File: config.mk
export PLATFORM = sky130hd
export DESIGN_NAME = switch_debouncer
export DESIGN_NICKNAME = d
export VERILOG_FILES = /design/src/rtl/switch_debouncer.sv
export SDC_FILE = /design/constraint.sdc
export NUM_CORES = 1
export LEC_CHECK = 0
export ABC_AREA = 1
export ABC_CLOCK_PERIOD_IN_PS = 2200
export CORE_MARGIN = 10
export CORE_UTILIZATION = 44
export DETAILED_ROUTE_END_ITERATION = 16
export GPL_TIMING_DRIVEN = 1
export PLACE_DENSITY = 0.69
export REMOVE_ABC_BUFFERS = 1
export SKIP_LAST_GASP = 1
export SLEW_MARGIN = 30
export SYNTH_ARGS = -nofsm -noshare
export SYNTH_HDL_FRONTEND = slang
export SYNTH_SLANG_ARGS = --single-unit
File: constraint.sdc
create_clock -name clk -period 2.2 [get_ports clk]
set_clock_uncertainty 0.2 [all_clocks]
set_input_delay 0.44 -clock clk [delete_from_list [all_inputs] [get_ports clk]]
set_output_delay 0.44 -clock clk [all_outputs]
set_load 0.02 [all_outputs]
File: src/rtl/switch_debouncer.sv
// ============================================================================
// switch_debouncer
// ----------------------------------------------------------------------------
// Debounces a vector of slide-switch inputs. Each bit is brought into the
// clk domain through its own two-flop synchronizer. A per-bit counter then
// measures how long the synchronized value has disagreed with the debounced
// value. The debounced bit only follows the input after DEBOUNCE_CYCLES
// consecutive disagreeing edges. Any agreeing edge restarts that count.
//
// Parameters
//   BITS            : width of the switch vector (1..32)
//   DEBOUNCE_CYCLES : consecutive disagreeing edges needed before a
//                     debounced bit changes (>= 1)
//
// Ports
//   clk        : system clock; all state changes on the rising edge
//   reset      : synchronous, active-high reset
//   SW_RAW     : asynchronous, bouncy switch inputs
//   SW_DB      : debounced, clk-synchronous switch vector (flop outputs)
//   SW_CHANGED : one-cycle strobe in the cycle SW_DB takes a new value
//
// Build option
//   SWDB_CHANGE_STROBE_EN : when defined, SW_CHANGED is a registered strobe.
//                           When undefined, SW_CHANGED is tied to 0 and no
//                           strobe flop exists.
// ============================================================================
module switch_debouncer #(
    parameter int BITS            = 16,
    parameter int DEBOUNCE_CYCLES = 500000
) (
    input  logic            clk,
    input  logic            reset,
    input  logic [BITS-1:0] SW_RAW,
    output logic [BITS-1:0] SW_DB,
    output logic            SW_CHANGED
);

    // The counter only has to hold values up to DEBOUNCE_CYCLES-1. The width
    // is still sized for DEBOUNCE_CYCLES so that a value of 1 gets a 1-bit counter.
    localparam int CW = $clog2(DEBOUNCE_CYCLES + 1);

    localparam logic [CW-1:0] COUNT_ZERO = '0;
    localparam logic [CW-1:0] COUNT_ONE  = CW'(1);
    localparam logic [CW-1:0] COUNT_LAST = CW'(DEBOUNCE_CYCLES - 1);

    logic [BITS-1:0] sw_meta;
    logic [BITS-1:0] sw_sync;
    logic [CW-1:0]   count_q [BITS];
    logic [CW-1:0]   count_d [BITS];
    logic [BITS-1:0] db_next;

    // Two-flop synchronizer per bit. The first stage may go metastable.
    // Only the second stage (sw_sync) feeds the debounce logic.
    always_ff @(posedge clk) begin
        if (reset) begin
            sw_meta <= '0;
            sw_sync <= '0;
        end else begin
            sw_meta <= SW_RAW;
            sw_sync <= sw_meta;
        end
    end

    // Next-state logic for every bit.
    // - Agreement between sw_sync and SW_DB clears the count.
    // - A disagreement advances the count.
    // - On the final disagreeing edge the debounced bit flips and the count
    //   returns to zero instead of advancing.
    // Because the count never goes past COUNT_LAST, it cannot wrap.
    always_comb begin
        db_next = SW_DB;
        for (int i = 0; i < BITS; i++) begin
            count_d[i] = COUNT_ZERO;
            if (sw_sync[i] != SW_DB[i]) begin
                if (count_q[i] == COUNT_LAST) begin
                    db_next[i] = sw_sync[i];
                end else begin
                    count_d[i] = count_q[i] + COUNT_ONE;
                end
            end
        end
    end

    // Counter and debounced-output registers. Reset wins over everything,
    // so a partial count in progress is simply thrown away.
    always_ff @(posedge clk) begin
        if (reset) begin
            for (int i = 0; i < BITS; i++) begin
                count_q[i] <= COUNT_ZERO;
            end
            SW_DB <= '0;
        end else begin
            for (int i = 0; i < BITS; i++) begin
                count_q[i] <= count_d[i];
            end
            SW_DB <= db_next;
        end
    end

`ifdef SWDB_CHANGE_STROBE_EN
    // The strobe is registered from the same comparison that updates SW_DB.
    // It is therefore high exactly in the cycle SW_DB shows its new value.
    // Several bits flipping together still give one pulse. Flips on
    // back-to-back edges give back-to-back pulses.
    always_ff @(posedge clk) begin
        if (reset) begin
            SW_CHANGED <= 1'b0;
        end else begin
            SW_CHANGED <= (db_next != SW_DB);
        end
    end
`else
    // Strobe disabled: the port stays for interface compatibility.
    assign SW_CHANGED = 1'b0;
`endif

endmodule

==> flow_summary.yaml, run 1 <==
detailed_routing:
  drt_wl_total_mm: 36.6
  viasPerCell: 4.76
  dr_wl_met3_mm: 1.44
  met2WireLength_mm: 17.0
  drt_pass1_iterations: 5
  antenna_violating_nets_post_route: 0
  drt_first_iter_violations: 1017
  maxUsedRoutingLayer: "met4"
  vias: 15900
  wl_per_cell_um: 11.0
  drc: 0
  met1_length_mm: 17.5
critical_path:
  r2r_cells: 8
  r2r-start: "count_q[1][133]"
  r2r_slack_ns: 0.28
  worst_path_largest_cell_delay_ns: 0.45
  worst_ep_arrival_time_ns: 1.36
  critical_path_required_ns: 1.56
  crit_family: "flip-flops"
  worst_setup_path_startpoint: "SW_DB[3]"
  crit-reg2reg-capture: "count_q[1][148]"
  critical_path.endpoint_type: "output pin"
  cp_slowest_cell: "dfxtp_1"
  setup.worst_path.end: "SW_DB[3]"
  cp_max_fo: 4
  worstPathBufferInverterCount: 1
  critical_path_depth: 1
  path_cells: "dlygate4sd2_1"
  setup.worst_path.class: "flip-flop to output pin"
  sort_of_element_at_the_start_of_the_critical_path: "flip-flop"
timing:
  grt_setup_unrepaired: "false"
  max_freq_ghz: 0.500
  fin_tns_setup_ns: 0
  worst-slew-pin-transition_ns: 0.623
  post-route-period-util_pct: 91.0
  setup_violations: 0
  final.min_clock_period_ns: 2.00
  final_hold_viol_count: 0
  slew_viol_final: 0
  timing.slew.headroom_pct: 58.3
final_layout:
  post_route_cells_drive_above_1_share_pct: 6.43
  final.fill_count: 4001
  flow.area_growth_from_synthesis_pct: 11.8
  stdcell_area_um2: 20000
  antenna_cells_inserted: 0
  finish.net_count: 2819
synth:
  yosys_warnings: 0
  postSynthCellCount: 2725
  yosys.cell_count.top_type: "nand2_1"
  yosysSeqAreaShare_pct: 39.4
  synth_area_per_cell_um2: 6.57
  asyncSetResetFlopFracSynth_pct: 0
  synth.ff_latch_count: 352
  synth_common_cells: "716 x nand2_1, 648 x nor2_1, 352 x dfxtp_1"
  synthesis.area_um2: 17900
  netlist.top_cell.by_area: "dfxtp_1"
  yosys.area.top_type_share_pct: 39.4
  count_of_unique_library_cells_instantiated_by_yosys: 35
  synth-main-ff-cell: "dfxtp_1"
  synth_edf_count: 0
  synth.area.top_cells: "dfxtp_1 39%, nand2_1 15%, nor2_1 14%"
grt:
  grt_start_max_net_pins: 21
  number_of_antenna_violations_at_the_first_check_in_global_routing: 0
  grt_first_pass_wirelength_mm: 64.0
  globalRouteOverflowTotal: 0
  number_of_global_route_vias_before_repair: 14700
  global_route_usage_sum_pct: 14.5
cts:
  worst_skew_pair.late_latency_ns: 0.54
  clock-sinks: 352
  cts_hold_bufs: 0
  cts_buffer_depth: 3
  clkSlewWorstSetupHoldPaths_ns: 0.06
  cts.root.buffer_cell: "clkbuf_16"
  tritoncts: "built"
  cts-buffers-inserted: 40
  h_tree_lvls: 2
floorplanning:
  design.portCount: 35
  die_area_um2: 49200
  dieWidth_um: 222
  fp.coreArea_um2: 40000
  chipHeight_um: 222
  floorplan.rows: 73
  initial_core_utilization_pct: 44.8
placement:
  gpl.final_weighted_congestion: 0.909
  hpwlAfterDp_mm: 26.9
  io_buffers: 33
  dpl_cell_area_um2: 18700
outcome:
  run_status: "complete, no violations"
flow_run:
  cap_viol_max_count: 0
pwr:
  leakagePower_uw: 0.00668
  power_per_cell_area_nw_per_um2: 659
  max-vdd-ir-drop_uv: 414
hold_path:
  worstHoldPathType: "flip-flop to flip-flop"
[metrics by stage]
step                setup WS [ns]  hold slack [ns]  total power, uW  util [%]  instances
finish                      0.198            0.200            13200      50.0       3338
global route               0.0955            0.200            13700      50.0       3338
CTS                         0.160            0.184            13400      50.0       3338
detailed placement          0.205            0.194             6770      46.8       3268
global placement            0.236            0.190             6760      46.8       3268
floorplan                   0.498            0.188             6670         -       2701
[area by class of cell]
type | count | area (um2) | area share [%]
clock buffer | 59 | 1200 | 6.01
timing repair buffer | 42 | 373 | 1.86
multi-input combinational | 2019 | 9390 | 46.9
sequential | 352 | 7050 | 35.2
clock inverter | 11 | 110 | 0.550
inverter | 330 | 1240 | 6.19
tap | 525 | 657 | 3.28
[worst min path at each step]
stage                start          end  slack (ns)  depth (start not counted)
2_1_floorplan   sw_meta[0]   sw_sync[0]        0.19                          2
3_3_place_gp    sw_meta[5]   sw_sync[5]        0.19                          2
3_5_place_dp    sw_meta[9]   sw_sync[9]        0.19                          2
4_1_cts          SW_RAW[5]   sw_meta[5]        0.18                          3
5_1_grt          SW_RAW[4]   sw_meta[4]        0.20                          3
6_report       sw_meta[15]  sw_sync[15]        0.20                          2
[routing by layer]
metal  vias to the layer above  global-route usage [%]
met1                      7072                    18.3
met3                        61                    2.54
met4                         0                    4.55
met5                         -                       0
met2                       235                    24.6
li1                       8524                       -
[report_power, final]
group | total (uW) | leakage, uW | internal, uW | switching (uW)
logic | 188 | 0.00319 | 71.0 | 117
registers | 6430 | 0.00284 | 6410 | 21.9
clock network | 6570 | 0.000649 | 4010 | 2570
total | 13200 | 0.00668 | 10500 | 2710
[registers in the layout (all words and copies together) (netlist names)]
| register | count |
|---|---|
| count_q | 304 |
| sw_meta | 16 |
| sw_sync | 16 |
| SW_DB | 16 |
[kinds of logic (layout without fill, tap and decap cells)]
logic type	count (synthesis)	in the layout	synth area share [%]
other	1	1	0.0209
adders and majority gates	16	16	1.12
and+or+nand+nor	1725	1725	40.2
DFF	352	352	39.4
buffers and inverters	354	442	8.18
xor gates and xnor gates	127	127	6.21
AOI/OAI and AO/OA	150	150	4.93
[cell usage in the layout, fill, tap and decap left out, types with 12 or more instances in the layout]
master	netlist	routed
nand2_1	716	716
dlygate4sd2_1	0	16
xor2_1	91	91
clkdlybuf4s50_1	0	16
or2_0	12	12
dfxtp_1	352	352
xnor2_1	36	36
nand3_1	187	187
o21ai_0	46	46
or2_2	18	18
nand4_1	39	39
nor3_1	23	23
a21oi_1	86	86
nor2_2	52	52
inv_1	328	328
clkbuf_16	0	41
ha_1	16	16
nor2_1	648	648
[what timing repair did]
item                       CTS  global route
buffers inserted             0             0
gates resized for setup     16             0
setup endpoints to repair   16             0
Power figures use the tool's default switching activity.
==> inputs of run 2 (changes only) <==
--- a/config.mk
+++ b/config.mk
@@ -9,11 +9,12 @@
 export ABC_CLOCK_PERIOD_IN_PS = 2200
 export CORE_MARGIN = 10
 export CORE_UTILIZATION = 44
+export CTS_CLUSTER_SIZE = 10
 export DETAILED_ROUTE_END_ITERATION = 16
 export GPL_TIMING_DRIVEN = 1
+export HOLD_SLACK_MARGIN = 0.08
 export PLACE_DENSITY = 0.69
 export REMOVE_ABC_BUFFERS = 1
-export SKIP_LAST_GASP = 1
 export SLEW_MARGIN = 30
 export SYNTH_ARGS = -nofsm -noshare
 export SYNTH_HDL_FRONTEND = slang
==> flow_summary.yaml, run 2 (synthesis gave the netlist of run 1 again) <==
outcome:
  run_status: "complete, no violations"
placement:
  dpl_cell_area_um2: 18700
  hpwlAfterDp_mm: 26.9
  place_worst_setup_slack_ns: 0.205
  io_buffers: 33
  gpl.final_weighted_congestion: 0.909
timing:
  setup_violations: 0
  post-route-period-util_pct: 91.2
  slew_viol_final: 0
  fin_tns_setup_ns: 0
  holdWs_ns: 0.169
  timing.slew.headroom_pct: 57.8
  worst-slew-pin-transition_ns: 0.630
  final.setup.worst_slack_ns: 0.193
  grt_setup_unrepaired: "false"
  max_freq_ghz: 0.498
  final_hold_viol_count: 0
  final.min_clock_period_ns: 2.01
critical_path:
  path_cells: "dlygate4sd2_1"
  cp_max_fo: 4
  sort_of_element_at_the_start_of_the_critical_path: "flip-flop"
  setup.worst_path.class: "flip-flop to output pin"
  critical_path_required_ns: 1.56
  crit_family: "flip-flops"
  cp_slowest_cell: "dfxtp_1"
  r2r_slack_ns: 0.28
  critical_path.endpoint_type: "output pin"
  worst_path_largest_cell_delay_ns: 0.44
  worst_ep_arrival_time_ns: 1.37
  worstPathBufferInverterCount: 1
detailed_routing:
  viasPerCell: 4.78
  drt_wl_total_mm: 36.9
  antenna_violating_nets_post_route: 0
  wl_per_cell_um: 11.1
  drt_pass1_iterations: 5
  drc: 0
  drt_first_iter_violations: 995
  vias: 15900
final_layout:
  layout_common_cells: "716 x nand2_1, 648 x nor2_1, 352 x dfxtp_1"
  finish.net_count: 2822
  largest_register_ff_count: 304
  flow.area_growth_from_synthesis_pct: 11.3
  final.fill_count: 4025
  multi_input_comb_area_um2: 9390
  most_common_cell_after_layout_fill_and_taps_aside: "nand2_1"
  registers.top_by_ff_count: "count_q"
  stdcell_area_um2: 19900
  post_route_cells_drive_above_1_share_pct: 6.03
  antenna_cells_inserted: 0
  final-seq-area_um2: 7050
floorplanning:
  floorplan.rows: 73
  design.portCount: 35
  die_area_um2: 49200
  dieWidth_um: 222
  fp.coreArea_um2: 40000
  chipHeight_um: 222
  initial_core_utilization_pct: 44.8
pwr:
  max-vdd-ir-drop_uv: 460
  leakagePower_uw: 0.00663
  total_power_uw: 12900
  power_per_cell_area_nw_per_um2: 649
cts:
  cts.root.buffer_cell: "clkbuf_16"
  worst_skew_pair.late_latency_ns: 0.56
  cts_buffer_depth: 3
  clkSlewWorstSetupHoldPaths_ns: 0.05
  cts_hold_bufs: 0
  clock-sinks: 352
  tritoncts: "built"
  cts-buffers-inserted: 43
  h_tree_lvls: 2
grt:
  grt_start_max_net_pins: 21
  number_of_antenna_violations_at_the_first_check_in_global_routing: 0
  globalRouteOverflowTotal: 0
  grt_first_pass_wirelength_mm: 64.2
  global_route_usage_sum_pct: 14.6
  number_of_global_route_vias_before_repair: 14800
flow_run:
  cap_viol_max_count: 0
hold_path:
  worstHoldPathType: "input port to flip-flop"
run 2: changes by cell type in the layout (fill, tap and decap cells not counted), sizes merged:
| cell | delta |
|---|---|
| clkinv | -4 |
| bufinv | -2 |
| clkinvlp | -2 |
| clkbuf | -1 |
run 2: path summary, 6_finish.rpt:
kind / start / endpoint / cells after the start
min reg2reg: sw_meta[0] / sw_sync[0] / 2
max: SW_DB[3] / SW_DB[3] / 1
max reg2reg: count_q[1][133] / count_q[1][148] / 8
min: reset / SW_DB[0] / 4
run 2: per-stage QoR:
step	util, %	std cells
finish	49.8	3329
detailed placement	46.8	3268
global route	49.8	3329
global placement	46.8	3268
floorplan	-	2701
CTS	49.8	3329
run 2: worst register-to-register path, cell delays in order, from the launching register on:
cell and delay (ns):
dfxtp_1 0.40, ha_1 0.23, nand3_1 0.17, nor2_1 0.18, nand3_1 0.12, nand2_2 0.29
inv_1 0.11, nand2_1 0.08, inv_1 0.03
run 2: report_power, final:
part / leakage (uW) / internal (uW) / total (uW) / switching (uW)
clock network: 0.000600 / 3760 / 6310 / 2550
logic: 0.00319 / 71.0 / 187 / 116
registers: 0.00284 / 6420 / 6440 / 21.9
total: 0.00663 / 10200 / 12900 / 2690
run 2: cell type report:
class,instances,share of cell area [%]
sequential,352,35.4
multi-input combinational,2019,47.1
inverter,330,6.21
timing repair buffer,42,1.87
clock inverter,3,0.0942
tap,525,3.30
clock buffer,58,6.05
run 2: timing repair:
action / CTS / global route
buffers inserted: 0 / 0
gates resized for setup: 16 / 0
endpoints found under the setup margin: 16 / 0
run 2: metal layers:
| layer | wire length, um | vias up | track usage [%] |
|---|---|---|---|
| met5 | 0 | - | 0 |
| met4 | 903 | 0 | 5.23 |
| met3 | 1560 | 70 | 2.76 |
| met2 | 16800 | 256 | 24.6 |
| met1 | 17600 | 7094 | 18.2 |
| li1 | - | 8502 | - |
==> inputs of run 3 (changes only) <==
--- a/config.mk
+++ b/config.mk
@@ -6,14 +6,15 @@
 export NUM_CORES = 1
 export LEC_CHECK = 0
 export ABC_AREA = 1
-export ABC_CLOCK_PERIOD_IN_PS = 2200
+export CELL_PAD_IN_SITES_DETAIL_PLACEMENT = 0
+export CELL_PAD_IN_SITES_GLOBAL_PLACEMENT = 1
 export CORE_MARGIN = 10
 export CORE_UTILIZATION = 44
 export CTS_CLUSTER_SIZE = 10
 export DETAILED_ROUTE_END_ITERATION = 16
 export GPL_TIMING_DRIVEN = 1
 export HOLD_SLACK_MARGIN = 0.08
-export PLACE_DENSITY = 0.69
+export PLACE_DENSITY = 0.87
 export REMOVE_ABC_BUFFERS = 1
 export SLEW_MARGIN = 30
 export SYNTH_ARGS = -nofsm -noshare
==> flow_summary.yaml, run 3 (synthesis gave the netlist of run 1 again) <==
timing:
  slew_viol_final: 0
  max_freq_ghz: 0.506
  final.min_clock_period_ns: 1.98
  worst-slew-pin-transition_ns: 0.622
  post-route-period-util_pct: 89.8
  setup_violations: 0
  final_hold_viol_count: 0
  fin_tns_setup_ns: 0
  grt_setup_unrepaired: "false"
  timing.slew.headroom_pct: 58.4
flow_run:
  cap_viol_max_count: 0
floorplanning:
  initial_core_utilization_pct: 44.8
  fp.coreArea_um2: 40000
  floorplan.rows: 73
  dieWidth_um: 222
  chipHeight_um: 222
  die_area_um2: 49200
  design.portCount: 35
grt:
  number_of_antenna_violations_at_the_first_check_in_global_routing: 0
  global_route_usage_sum_pct: 15.0
  number_of_global_route_vias_before_repair: 14700
  globalRouteOverflowTotal: 0
  grt_first_pass_wirelength_mm: 65.5
  grt_start_max_net_pins: 26
critical_path:
  worst_path_largest_cell_delay_ns: 0.42
  crit_family: "flip-flops"
  cp_max_fo: 4
  setup.worst_path.class: "flip-flop to output pin"
  cp_slowest_cell: "dfxtp_1"
  worstPathBufferInverterCount: 1
  path_cells: "dlygate4sd2_1"
  sort_of_element_at_the_start_of_the_critical_path: "flip-flop"
  critical_path.endpoint_type: "output pin"
  critical_path_required_ns: 1.56
  worst_ep_arrival_time_ns: 1.34
detailed_routing:
  wl_per_cell_um: 11.2
  vias: 15800
  drt_pass1_iterations: 5
  antenna_violating_nets_post_route: 0
  viasPerCell: 4.75
  drc: 0
  drt_first_iter_violations: 948
  drt_wl_total_mm: 37.2
cts:
  cts-buffers-inserted: 43
  cts_buffer_depth: 3
  h_tree_lvls: 2
  cts.root.buffer_cell: "clkbuf_16"
  cts_hold_bufs: 0
  clock-sinks: 352
  tritoncts: "built"
  worst_skew_pair.late_latency_ns: 0.55
  clkSlewWorstSetupHoldPaths_ns: 0.05
final_layout:
  finish.cell_count_without_fillers: 3332
  post_route_cells_drive_above_1_share_pct: 6.16
  largest_register_ff_count: 304
  registers.top_by_ff_count: "count_q"
  most_common_cell_after_layout_fill_and_taps_aside: "nand2_1"
  final.fill_count: 4047
  flow.area_growth_from_synthesis_pct: 11.5
  layout_common_cells: "716 x nand2_1, 648 x nor2_1, 352 x dfxtp_1"
  antenna_cells_inserted: 0
  finish.net_count: 2825
  final-seq-area_um2: 7050
  multi_input_comb_area_um2: 9390
pwr:
  power_frac_comb_pct: 1.4
  leakagePower_uw: 0.00665
  switching_power_uw: 2720
  netSwitchingFraction_pct: 20.9
  power_frac_seq_pct: 49.6
  max-vdd-ir-drop_uv: 526
  power.clock.fraction_pct: 49.0
  cell_internal_pwr_uw: 10300
  power_per_cell_area_nw_per_um2: 651
placement:
  cell_total_after_placement: 3271
  hpwlAfterDp_mm: 27.5
  gpl.final_weighted_congestion: 0.870
  io_buffers: 33
hold_path:
  worstHoldPathType: "input port to flip-flop"
outcome:
  run_status: "complete, no violations"
## run 3: area by class of cell
| type | count | share of cell area, % |
|---|---|---|
| Sequential cell | 352 | 35.3 |
| Inverter | 330 | 6.20 |
| Clock inverter | 3 | 0.0877 |
| Multi-Input combinational cell | 2019 | 47.1 |
| Timing Repair Buffer | 45 | 1.98 |
| Clock buffer | 58 | 6.09 |
| Tap cell | 525 | 3.29 |
## run 3: timing repair
item	4_1_cts	5_1_grt
buffers inserted	0	0
hold endpoints to repair	0	0
setup endpoints to repair	16	0
gates resized for setup	16	0
## run 3: power by group through the flow
stage	Clock, uW	Combinational, uW	Sequential, uW
after floorplan	0	103	6570
after global placement	0	190	6570
after detailed placement	0	193	6570
after CTS	6610	194	6440
after global routing	6850	217	6440
final	6370	188	6440
## run 3: metal layers
layer  vias up  GRT usage, %  part of all wire (%)
met4         0          4.09                   1.9
met1      7106          19.2                    49
met5         -             0                     0
met2       165          25.1                    46
met3        55          2.89                   3.2
li1       8506             -                     -
## run 3: worst paths after layout
path            startpoint             end  slack, ns  cells after the start
min                  reset      sw_meta[5]       0.16                      3
min reg2reg     sw_meta[0]      sw_sync[0]       0.20                      2
max reg2reg  count_q[0][0]  count_q[0][17]       0.30                      6
max               SW_DB[0]        SW_DB[0]       0.22                      1
## run 3: worst reg2reg max path: cells and delay by family, from the launching register on
kind	cells	cell delay (ns)
AO/OA/AOI/OAI	1	0.51
AND/OR/NAND/NOR	4	0.47
flip-flops	1	0.37
adder cells (fa/ha/maj)	1	0.22
## run 3: per-stage QoR
| stage | utilization [%] | cell area [um2] | worst slack [ns] | hold WS, ns | total power, uW |
|---|---|---|---|---|---|
| after floorplan | - | 17700 | 0.498 | 0.188 | 6670 |
| after global placement | 46.9 | 18800 | 0.319 | 0.189 | 6760 |
| after detailed placement | 46.9 | 18800 | 0.285 | 0.194 | 6770 |
| after CTS | 49.9 | 20000 | 0.176 | 0.128 | 13200 |
| after global routing | 49.9 | 20000 | 0.141 | 0.161 | 13500 |
| final | 49.9 | 20000 | 0.225 | 0.158 | 13000 |
